**config.mk**
```make
export PLATFORM = sky130hd
export DESIGN_NAME = spi_flash_reader
export DESIGN_NICKNAME = d
export VERILOG_FILES = /design/src/rtl/spi_flash_reader.sv
export SDC_FILE = /design/constraint.sdc
export NUM_CORES = 1
export LEC_CHECK = 0
export BUFFER_PORTS_ARGS = -buffer_cell sky130_fd_sc_hd__buf_2
export CAP_MARGIN = 15
export CORE_MARGIN = 8
export CORE_UTILIZATION = 47
export DETAILED_ROUTE_END_ITERATION = 12
export GPL_ROUTABILITY_DRIVEN = 0
export PLACE_DENSITY = 0.77
export SYNTH_ARGS = -nofsm -noshare
export SYNTH_HDL_FRONTEND = slang
export SYNTH_SLANG_ARGS = --single-unit
```
**constraint.sdc**
```tcl
create_clock -name clk -period 2.1 [get_ports clk]
set_clock_uncertainty 0.1 [all_clocks]
set_input_delay 0.42 -clock clk [delete_from_list [all_inputs] [get_ports clk]]
set_output_delay 0.42 -clock clk [all_outputs]
set_load 0.01 [all_outputs]
```
**src/rtl/spi_flash_reader.sv**
```systemverilog
// Purpose: turns one (addr,len) request into a READ 0x03 flash transaction on the spi transceiver and a byte stream.
// Latency: accept -> first spi_start after 2 clocks; captured byte -> out_valid after 1 clock.
// Backpressure: out_valid holds until out_ready; no new spi_start is issued while a byte is undelivered.
module spi_flash_reader #(
   parameter logic [7:0] CMD_READ = 8'h03,
   parameter int         LEN_W    = 16,
   parameter int         CS_GAP   = 4
) (
   input  logic             clk,
   input  logic             rst,
   input  logic             req_valid,
   output logic             req_ready,
   input  logic [23:0]      req_addr,
   input  logic [LEN_W-1:0] req_len,
   output logic             out_valid,
   input  logic             out_ready,
   output logic [7:0]       out_data,
   output logic             out_last,
   output logic             busy,
   output logic             done,
   output logic             spi_start,
   output logic             spi_fast,
   output logic [31:0]      spi_dataTx,
   input  logic [31:0]      spi_dataRx,
   input  logic             spi_rdy,
   output logic             flash_cs_n
);

   typedef enum logic [2:0] {
      ST_IDLE,
      ST_CS_SETUP,
      ST_ISSUE,
      ST_WAIT,
      ST_DELIVER,
      ST_CS_GAP,
      ST_DONE
   } state_t;

   // Phases 0..3 are opcode and address bytes; phase 4 is every data byte.
   localparam logic [2:0] PH_DATA = 3'd4;
   localparam int         GAP_W   = $clog2(CS_GAP + 1);

   state_t           state;
   logic [23:0]      addr_q;
   logic [LEN_W-1:0] remaining;
   logic [2:0]       phase;
   logic             wait_skip;
   logic [7:0]       tx_byte;
   logic [GAP_W-1:0] gap_cnt;

   // Only the low byte of the transceiver word carries flash data.
   logic unused_rx_hi;
   assign unused_rx_hi = ^spi_dataRx[31:8];

   // Byte mode only; upper transmit bits are always zero.
   assign spi_fast   = 1'b0;
   assign spi_dataTx = {24'h0, tx_byte};

   // Byte shifted out for a given phase: opcode, address MSB first, then dummy 0xFF.
   function automatic logic [7:0] phase_byte(input logic [2:0] ph, input logic [23:0] a);
      logic [7:0] b;
      b = 8'hFF;
      case (ph)
         3'd0:    b = CMD_READ;
         3'd1:    b = a[23:16];
         3'd2:    b = a[15:8];
         3'd3:    b = a[7:0];
         default: b = 8'hFF;
      endcase
      return b;
   endfunction

   // Request sequencer: chip select framing, spi byte issue, byte delivery and completion.
   always_ff @(posedge clk or negedge rst) begin
      if (!rst) begin
         state      <= ST_IDLE;
         req_ready  <= 1'b1;
         addr_q     <= 24'h0;
         remaining  <= '0;
         phase      <= 3'd0;
         wait_skip  <= 1'b0;
         tx_byte    <= 8'h0;
         gap_cnt    <= '0;
         out_valid  <= 1'b0;
         out_data   <= 8'h0;
         out_last   <= 1'b0;
         busy       <= 1'b0;
         done       <= 1'b0;
         spi_start  <= 1'b0;
         flash_cs_n <= 1'b1;
      end else begin
         spi_start <= 1'b0;
         done      <= 1'b0;
         case (state)
            ST_IDLE: begin
               if (req_valid && req_ready) begin
                  addr_q    <= req_addr;
                  remaining <= req_len;
                  phase     <= 3'd0;
                  busy      <= 1'b1;
                  req_ready <= 1'b0;
                  // A zero-length request completes without touching the flash.
                  if (req_len == '0) begin
                     state <= ST_DONE;
                  end else begin
                     flash_cs_n <= 1'b0;
                     state      <= ST_CS_SETUP;
                  end
               end
            end
            ST_CS_SETUP: begin
               state <= ST_ISSUE;
            end
            ST_ISSUE: begin
               // out_valid is always low here; the term keeps overwrite impossible by construction.
               if (spi_rdy && !out_valid) begin
                  spi_start <= 1'b1;
                  tx_byte   <= phase_byte(phase, addr_q);
                  wait_skip <= 1'b1;
                  state     <= ST_WAIT;
               end
            end
            ST_WAIT: begin
               // spi_rdy is still high in the cycle the start pulse is visible; ignore that cycle.
               if (wait_skip) begin
                  wait_skip <= 1'b0;
               end else if (spi_rdy) begin
                  if (phase != PH_DATA) begin
                     phase <= phase + 3'd1;
                     state <= ST_ISSUE;
                  end else begin
                     out_data  <= spi_dataRx[7:0];
                     out_valid <= 1'b1;
                     out_last  <= (remaining == LEN_W'(1));
                     remaining <= remaining - LEN_W'(1);
                     state     <= ST_DELIVER;
                  end
               end
            end
            ST_DELIVER: begin
               if (out_ready) begin
                  out_valid <= 1'b0;
                  out_last  <= 1'b0;
                  if (remaining != '0) begin
                     state <= ST_ISSUE;
                  end else begin
                     flash_cs_n <= 1'b1;
                     gap_cnt    <= GAP_W'(CS_GAP - 1);
                     state      <= ST_CS_GAP;
                  end
               end
            end
            ST_CS_GAP: begin
               // Chip select stays high for CS_GAP cycles before the request may complete.
               if (gap_cnt == '0) begin
                  state <= ST_DONE;
               end else begin
                  gap_cnt <= gap_cnt - GAP_W'(1);
               end
            end
            ST_DONE: begin
               done      <= 1'b1;
               busy      <= 1'b0;
               req_ready <= 1'b1;
               state     <= ST_IDLE;
            end
            default: begin
               state <= ST_IDLE;
            end
         endcase
      end
   end

endmodule

```
==> results of run 1 <==
-- stage by stage --
step,hold slack (ns),setup WS [ns],area (um2)
floorplan,0.0244,0.145,4170
global placement,0.371,0.150,4560
detailed placement,0.380,0.0852,4560
CTS,0.000349,0.0861,4760
global route,0.0206,0.0181,4800
finish,-0.00776,0.0976,4800
-- metal layers --
metal,wire length (um),vias to the layer above,track usage
li1,-,1510,-
met1,3980,1569,0.205
met2,4880,127,0.273
met3,603,11,0.0355
met4,101,0,0.0608
met5,0,-,0
-- report_power, final --
group	internal (mW)	total, mW	switching [mW]
Sequential	2.00	2.50	0.492
Clock	0.559	1.12	0.560
Combinational	1.33	2.69	1.37
-- sequential cells by signal, indices dropped and copies added, names as in the netlist --
name        count
state           3
out_data        8
phase           3
flash_cs_n      1
tx_byte         8
done            1
addr_q         24
wait_skip       1
gap_cnt         3
spi_start       1
out_valid       1
out_last        1
remaining      16
req_ready       1
busy            1
-- how the worst min path moves through the flow --
stage                     cells past startpoint                       to
after detailed placement                      2  out_data[4]$_DFFE_PN0P_
after CTS                                     2  out_data[4]$_DFFE_PN0P_
after global routing                          2  out_data[4]$_DFFE_PN0P_
after floorplan                               0    addr_q[0]$_DFFE_PN0P_
after global placement                        2    req_ready$_DFFE_PN1P_
final                                         2  out_data[4]$_DFFE_PN0P_
-- cells by family (layout without fill, tap and decap cells) --
logic type                 count (synthesis)  count (layout)  synth area share
AOI/OAI and AO/OA                         98              98             0.173
adders and majority gates                  9               9            0.0276
buffers and inverters                     57             127            0.0941
DFF                                       73              73             0.448
muxes                                     39              39             0.123
other                                      1              25          0.000919
and+or+nand+nor                           93              93             0.133
-- final cells by class --
type                            instances  area (um2)
Fill cell                             736        3750
Multi-Input combinational cell        264        1970
Clock inverter                          7        76.3
Sequential cell                        73        1830
Inverter                               13        48.8
Tap cell                              108         135
Timing Repair Buffer                   98         611
Clock buffer                            9         124
-- cells in the final DEF (no fill, tap or decap), types with 4 or more instances in the layout --
master and count:
buf_2 75, dfrtp_1 71, conb_1 25, nor2_1 24, a21oi_1 21, mux2_4 18, buf_4 18, mux2_2 17
nand2_1 15, o21ai_0 15, inv_1 13, ha_1 9, clkbuf_8 9, a222oi_1 8, nor3_1 7, nor4_1 7
o21ai_1 7, nand2b_1 6, a211oi_1 6, nand4_1 5, buf_12 5, a22oi_1 4, mux2i_1 4, o2bb2ai_1 4
-- worst max-delay path, delay by kind of cell (launching register included) --
family / cells / cell delay, ns
DFF: 1 / 0.41
muxes: 1 / 0.28
buffers and inverters: 2 / 0.26
adders and majority gates: 1 / 0.22
and+or+nand+nor: 2 / 0.47
AOI/OAI and AO/OA: 1 / 0.15
-- repair_timing --
action	CTS	global route
endpoints found under the setup margin	0	11
buffers inserted	0	1
gates resized for setup	0	3
==> results.yml, run 1 <==
run_status:
  run_status: "finished, violations left"
  failed_checks: "negative hold slack"
route:
  vias_per_cell: 5.62
  totalWireLength_um: 9560
  vias: 3217
  drtIter0Drc: 225
  detail-route-antenna-nets: 0
  wire_per_inst_um: 16.7
  drc: 0
  drt-pass1-iter-count: 5
logic_synthesis:
  async_flop_share: 1.00
  yosysTopAreaCell: "dfrtp_1"
  ys_top_cells_by_area: "dfrtp_1, mux2_4, mux2_2"
  ys.flop_type: "dfrtp_1"
  synthTopCellsByCount: "dfrtp_1, buf_4, nor2_1, a21oi_1, mux2_4"
  synth_seq_cells: 73
  yosysMostFrequentCell: "dfrtp_1"
  synth_cell_types: 67
  synth.avg_cell_area_um2: 11.0
  seq_area_frac_synth: 0.448
  yosysWarnings: 0
  synth_top_area_frac: 0.435
  synth_cells: 370
  syn_area_um2: 4080
  synth-edff-count: 0
final_layout:
  area_delta_synth_final_pct: 17.6
  final_net_count: 545
  insertedDiodeCount: 0
  final-instance-count-excl-fill: 572
  final_util: 0.561
  drive_above_1_share: 0.356
global_routing:
  grt_pass1_wl_um: 15700
  grt_pass1_vias: 3316
  grt_overflow: 0
  grt_max_degree: 74
  grt_usage: 0.164
  antenna_found_initial: 0
job:
  maxCapViolCount: 0
worst_setup_path:
  slowest_delay_ns: 0.41
  crit_slowest_cell: "dfrtp_1"
  crit_fanout: 6
  r2r-start: "remaining[0]$_DFFE_PN0P_"
  path_cells: "inv_1 > ha_1 > nor3b_1 > buf_4 > and4_1 > o221ai_1 > mux2_2"
  crit_start: "remaining[0]$_DFFE_PN0P_"
  regToRegSetupSlack_ns: 0.1
  critPathCapture: "state[1]$_DFFE_PN0P_"
  worstSetupEndpointType: "flop"
  required_ns: 2.23
  r2r-end: "state[1]$_DFFE_PN0P_"
  startpoint_type: "flop"
  arrival_ns: 2.13
  reg2reg_depth: 7
  crit_type: "reg -> reg"
sta:
  report.final.slew_viol_count: 0
  finalSetupViolCount: 0
  rsz0062_at_grt: "no"
  timing.fmax_mhz: 499
  worst_pin_slew_ns: 0.512
  hold_viol_final: 7
  min_period_ns: 2.00
  timing.final.crit_share: 0.954
  holdWs_ns: -0.00776
  fin_tns_setup_ns: 0
  max_slew_margin: 0.655
die:
  fp-row-count: 34
  dieArea_um2: 11900
  coreArea_um2: 8550
  die_w_um: 109
  start_util: 0.477
  ios: 125
  die_h_um: 109
clock_network:
  cts_hold_buf: 0
  cts_sinks: 73
  cts_max_path_buffers: 2
  cts_tree: "done"
  worst_skew_pair.late_latency_ns: 0.35
  htreeDepth: 3
  path_clk_slew_ns: 0.08
  root_buffer: "clkbuf_8"
  cts_buffers: 9
power_and_ir_drop:
  powerDensity_nw_per_um2: 1320
  leakagePower_nw: 2.24
  report.power.total_mw: 6.31
  max-vdd-ir-drop_mv: 0.776
worst_hold_path:
  hold_path.class: "in -> async"
placement:
  numPortBuffers: 75
  dp_hpwl_um: 7100
  placed_cells: 555
No activity file was read; power rests on OpenSTA's default activity.
==> run 2, diff against run 1 <==
Settings changed: CORE_UTILIZATION 47 to 48, CTS_BUF_LIST from default to sky130_fd_sc_hd__clkbuf_2, PLACE_DENSITY 0.77 to 0.78, SKIP_LAST_GASP from default to 1, SLEW_MARGIN from default to 20.
==> run 2 against run 1 <==
Effect of this change: the run now ends clean; sequential power about the same; highest routed layer unchanged; power decreased by 6.3%; register-to-register slack about the same.
==> results.yml, run 2 (same netlist as run 1, synthesis figures left out) <==
final_layout:
  largest_register_ff_count: 24
  regMostFlops: "addr_q"
  final_util: 0.608
  area_delta_synth_final_pct: 22.5
  mostFrequentLayoutCell: "buf_2"
  stdcell_area_um2: 5000
  nFillCells: 675
  insertedDiodeCount: 0
  final_net_count: 578
  drive_above_1_share: 0.336
  final-instance-count-excl-fill: 602
  layout_common_cells: "buf_2, dfrtp_1, dlygate4sd3_1"
  reg_top3: "addr_q (24), remaining (16)"
global_routing:
  grt_usage: 0.169
  grt_max_degree: 74
  grt_overflow: 0
  grt_pass1_wl_um: 16000
  antenna_found_initial: 0
  grt_pass1_vias: 3376
power_and_ir_drop:
  max-vdd-ir-drop_mv: 0.657
  powerDensity_nw_per_um2: 1180
  report.power.total_mw: 5.91
  leakagePower_nw: 2.33
route:
  wire_per_inst_um: 16.8
  totalWireLength_um: 10100
  drt-pass1-iter-count: 5
  vias_per_cell: 5.58
  drc: 0
  detail-route-antenna-nets: 0
  vias: 3359
  drtIter0Drc: 189
die:
  die_w_um: 108
  coreArea_um2: 8220
  die_h_um: 108
  start_util: 0.497
  ios: 125
  dieArea_um2: 11700
  fp-row-count: 33
worst_setup_path:
  r2r-start: "remaining[0]$_DFFE_PN0P_"
  reg2reg_depth: 7
  startpoint_type: "flop"
  r2r-end: "state[2]$_DFFE_PN0P_"
  worstSetupEndpointType: "flop"
  crit_type: "reg -> reg"
  arrival_ns: 2.32
  slowest_delay_ns: 0.46
  path_cells: "inv_1 > ha_1 > nor3b_2 > buf_4 > nand4_1 > o211a_1 > a221oi_1"
  crit_slowest_cell: "dfrtp_1"
  crit_fanout: 5
  required_ns: 2.42
  regToRegSetupSlack_ns: 0.10
sta:
  min_period_ns: 2.00
  finalSetupViolCount: 0
  hold_viol_final: 0
  rsz0062_at_grt: "yes"
  report.final.slew_viol_count: 0
  timing.final.crit_share: 0.952
  worst_slack_ns: 0.100
  timing.fmax_mhz: 500
clock_network:
  cts_buffers: 9
  htreeDepth: 3
  path_clk_slew_ns: 0.19
  cts_sinks: 73
  cts_max_path_buffers: 2
  cts_tree: "done"
  worst_skew_pair.late_latency_ns: 0.52
  root_buffer: "clkbuf_2"
worst_hold_path:
  hold_path.class: "in -> reg"
  hold_path_end: "addr_q[1]$_DFFE_PN0P_"
  worstHoldPathCells: 2
  hp-start: "req_addr[1]"
placement:
  numPortBuffers: 75
  dp_hpwl_um: 7090
  pre_cts_slack_ns: 0.0808
  placed_cells: 553
  place_area_um2: 4560
run_status:
  run_status: "completed"
job:
  maxCapViolCount: 0
==> run 2: cell types whose count changed in the layout (fill, tap and decap cells not counted), sizes merged <==
cell	previous run	this run
dlygate4sd3	0	32
inv	16	13
bufinv	1	0
clkinv	1	5
buf	98	99
==> run 2: layout make-up <==
class	count	area (um2)	share of cell area
multi-input cells	264	1970	0.394
well taps	105	131	0.0263
inverters	13	48.8	0.00976
clock buffers	9	45.0	0.00901
clock inverters	7	47.5	0.00951
flip-flops and latches	73	1830	0.366
repair buffers	131	926	0.185
==> run 2: stage by stage <==
stage | setup TNS (ns) | hold slack, ns
global route | -0.0532 | -0.00184
finish | 0 | 0.0550
floorplan | 0 | 0.0244
CTS | 0 | 0.000231
detailed placement | 0 | 0.371
global placement | 0 | 0.373
==> run 2: per-layer routing <==
metal | up-vias | GRT usage | wire length, um | part of all wire
met2 | 124 | 0.286 | 5210 | 0.52
met5 | - | 0 | 0 | 0
li1 | 1571 | - | - | -
met4 | 0 | 0.0704 | 221 | 0.022
met3 | 17 | 0.0369 | 619 | 0.061
met1 | 1647 | 0.204 | 4040 | 0.40
==> run 2: worst max path at each step <==
| stage | from | endpoint | slack, ns | depth (start not counted) |
|---|---|---|---|---|
| 5_1_grt | remaining[0]$_DFFE_PN0P_ | state[2]$_DFFE_PN0P_ | -0.05 | 7 |
| 4_1_cts | remaining[0]$_DFFE_PN0P_ | state[2]$_DFFE_PN0P_ | 0.05 | 7 |
| 2_1_floorplan | remaining[0]$_DFFE_PN0P_ | state[1]$_DFFE_PN0P_ | 0.14 | 6 |
| 3_5_place_dp | state[2]$_DFFE_PN0P_ | remaining[15]$_DFFE_PN0P_ | 0.08 | 5 |
| 6_report | remaining[0]$_DFFE_PN0P_ | state[2]$_DFFE_PN0P_ | 0.10 | 7 |
| 3_3_place_gp | state[2]$_DFFE_PN0P_ | remaining[15]$_DFFE_PN0P_ | 0.12 | 5 |
==> run 2: repair_timing <==
item | in CTS | in global routing
gates resized for setup | 0 | 3
hold buffers | 17 | 15
buffers inserted | 0 | 1
setup endpoints to repair | 0 | 12
endpoints found under the hold margin | 87 | 15
==> run 2: power breakdown <==
| group | internal [mW] | switching [mW] |
|---|---|---|
| registers | 2.00 | 0.486 |
| logic | 1.37 | 1.39 |
| clock network | 0.153 | 0.517 |
| total | 3.52 | 2.39 |
==> run 2: critical path: cells and delay by family (launching register included) <==
family | cells | cell delay (ns)
AOI/OAI and AO/OA | 2 | 0.51
DFF | 1 | 0.46
and+or+nand+nor | 2 | 0.33
buffers and inverters | 2 | 0.30
adders and majority gates | 1 | 0.23
==> run 3, diff against run 2 <==
Settings changed: CTS_BUF_LIST sky130_fd_sc_hd__clkbuf_2 to sky130_fd_sc_hd__clkbuf_8, SLEW_MARGIN 20 to default.
==> run 3 against run 2 <==
Effect of this change: highest routed layer unchanged; routed wire length down 4.9%; critical path depth unchanged; non-clock buffer count shrank 31; utilization is 2.8 points lower; final cell count decreased by 5.1%; die area unchanged; clock-buffer cell count stayed put; largest power group unchanged; the flow now finishes with violations (negative hold slack); setup slack better by 0.017 ns; first-iteration DRC count is 12% lower; combinational power is 2% lower.
==> results.yml, run 3 (same netlist as run 1, synthesis figures left out) <==
power_and_ir_drop:
  report.power.total_mw: 6.16
  clock_power_share: 0.155
  seq_power_share: 0.405
  powerDensity_nw_per_um2: 1290
  switching_share: 0.389
  leakagePower_nw: 2.23
  switchingPower_mw: 2.40
  p_comb_frac: 0.440
  max-vdd-ir-drop_mv: 0.671
  p_int_mw: 3.77
final_layout:
  nFillCells: 723
  multi_input_area_um2: 1970
  final-instance-count-excl-fill: 571
  regMostFlops: "addr_q"
  largest_register_ff_count: 24
  reg_top3: "addr_q (24), remaining (16)"
  insertedDiodeCount: 0
  layout_common_cells: "buf_2, dfrtp_1, conb_1"
  final_net_count: 547
  register_area_um2: 1830
  final_util: 0.580
  mostFrequentLayoutCell: "buf_2"
  drive_above_1_share: 0.361
  area_delta_synth_final_pct: 16.8
worst_setup_path:
  startpoint_type: "flop"
  slowest_delay_ns: 0.42
  arrival_ns: 2.12
  crit_fanout: 5
  r2r-start: "remaining[0]$_DFFE_PN0P_"
  crit_start: "remaining[0]$_DFFE_PN0P_"
  crit_type: "reg -> reg"
  required_ns: 2.24
  crit_slowest_cell: "dfrtp_1"
  worstSetupEndpointType: "flop"
  path_cells: "inv_1 > ha_1 > nor3b_2 > buf_4 > nand4_1 > o211a_1 > a221oi_1"
placement:
  numPortBuffers: 75
  pre_cts_slack_ns: 0.0808
  dp_hpwl_um: 7090
  placed_cells: 553
die:
  coreArea_um2: 8220
  start_util: 0.497
  die_w_um: 108
  ios: 125
  fp-row-count: 33
  die_h_um: 108
  dieArea_um2: 11700
clock_network:
  cts_tree: "done"
  cts_hold_buf: 0
  htreeDepth: 3
  worst_skew_pair.late_latency_ns: 0.35
  path_clk_slew_ns: 0.07
  cts_buffers: 9
  cts_sinks: 73
  root_buffer: "clkbuf_8"
  cts_max_path_buffers: 2
route:
  detail-route-antenna-nets: 0
  drc: 0
  vias: 3189
  totalWireLength_um: 9590
  vias_per_cell: 5.58
  wire_per_inst_um: 16.8
  drt-pass1-iter-count: 5
  drtIter0Drc: 166
global_routing:
  grt_usage: 0.165
  grt_max_degree: 74
  grt_pass1_wl_um: 15600
  grt_pass1_vias: 3331
  grt_overflow: 0
  antenna_found_initial: 0
sta:
  worst_slack_ns: 0.118
  report.final.slew_viol_count: 0
  holdWs_ns: -0.00561
  rsz0062_at_grt: "yes"
  hold_viol_final: 12
  timing.fmax_mhz: 504
  timing.final.crit_share: 0.944
  min_period_ns: 1.98
  finalSetupViolCount: 0
run_status:
  failed_checks: "negative hold slack"
  run_status: "finished, violations left"
worst_hold_path:
  hold_path.class: "in -> async"
job:
  maxCapViolCount: 0
-- run 3: changes by cell type in the layout (fill, tap and decap cells not counted) --
cell,delta
buf_4,+1
dlygate4sd3_1,-32
clkbuf_8,+9
clkbuf_2,-9
-- run 3: layer usage --
layer / wire length, um / GRT usage / share of wire
met1: 4050 / 0.201 / 0.42
met2: 4890 / 0.279 / 0.51
met3: 510 / 0.0333 / 0.053
met4: 149 / 0.0674 / 0.016
met5: 0 / 0 / 0
-- run 3: worst paths after layout --
check                      depth (start not counted)  slack (ns)                 endpoint
min in group clk                                   2        0.20   addr_q[19]$_DFFE_PN0P_
hold reg to reg                                    2        0.39    req_ready$_DFFE_PN1P_
hold / removal                                     2      -0.006  out_data[7]$_DFFE_PN0P_
setup / recovery                                   7        0.12     state[2]$_DFFE_PN0P_
setup reg to reg                                   7        0.12     state[2]$_DFFE_PN0P_
max in group asynchronous                          2        1.56    req_ready$_DFFE_PN1P_
-- run 3: power groups by stage --
stage	registers, mW	logic (mW)	clock network (mW)
2_1_floorplan	2.42	1.99	0
3_3_place_gp	2.47	2.55	0
3_5_place_dp	2.50	2.67	0
6_report	2.50	2.71	0.958
4_1_cts	2.48	2.68	0.987
5_1_grt	2.58	2.98	1.05
-- run 3: through the flow --
stage          setup TNS [ns]  cell area (um2)
3_5_place_dp                0             4560
6_report                    0             4760
5_1_grt               -0.0303             4760
4_1_cts                     0             4740
2_1_floorplan               0             4170
3_3_place_gp                0             4560
-- run 3: what timing repair did --
action / CTS / global route
endpoints found under the setup margin: 0 / 8
resized for setup: 0 / 3
buffers inserted: 0 / 2
-- run 3: layout make-up --
class / count / area share
repair buffers: 100 / 0.129
clock buffers: 9 / 0.0260
well taps: 105 / 0.0276
flip-flops and latches: 73 / 0.384
inverters: 13 / 0.0102
clock inverters: 7 / 0.00998
multi-input cells: 264 / 0.414
-- run 3: critical path, delay by kind of cell, from the launching register on --
family,cells,cell delay [ns]
DFF,1,0.42
adders and majority gates,1,0.23
buffers and inverters,2,0.30
and+or+nand+nor,2,0.32
AOI/OAI and AO/OA,2,0.51
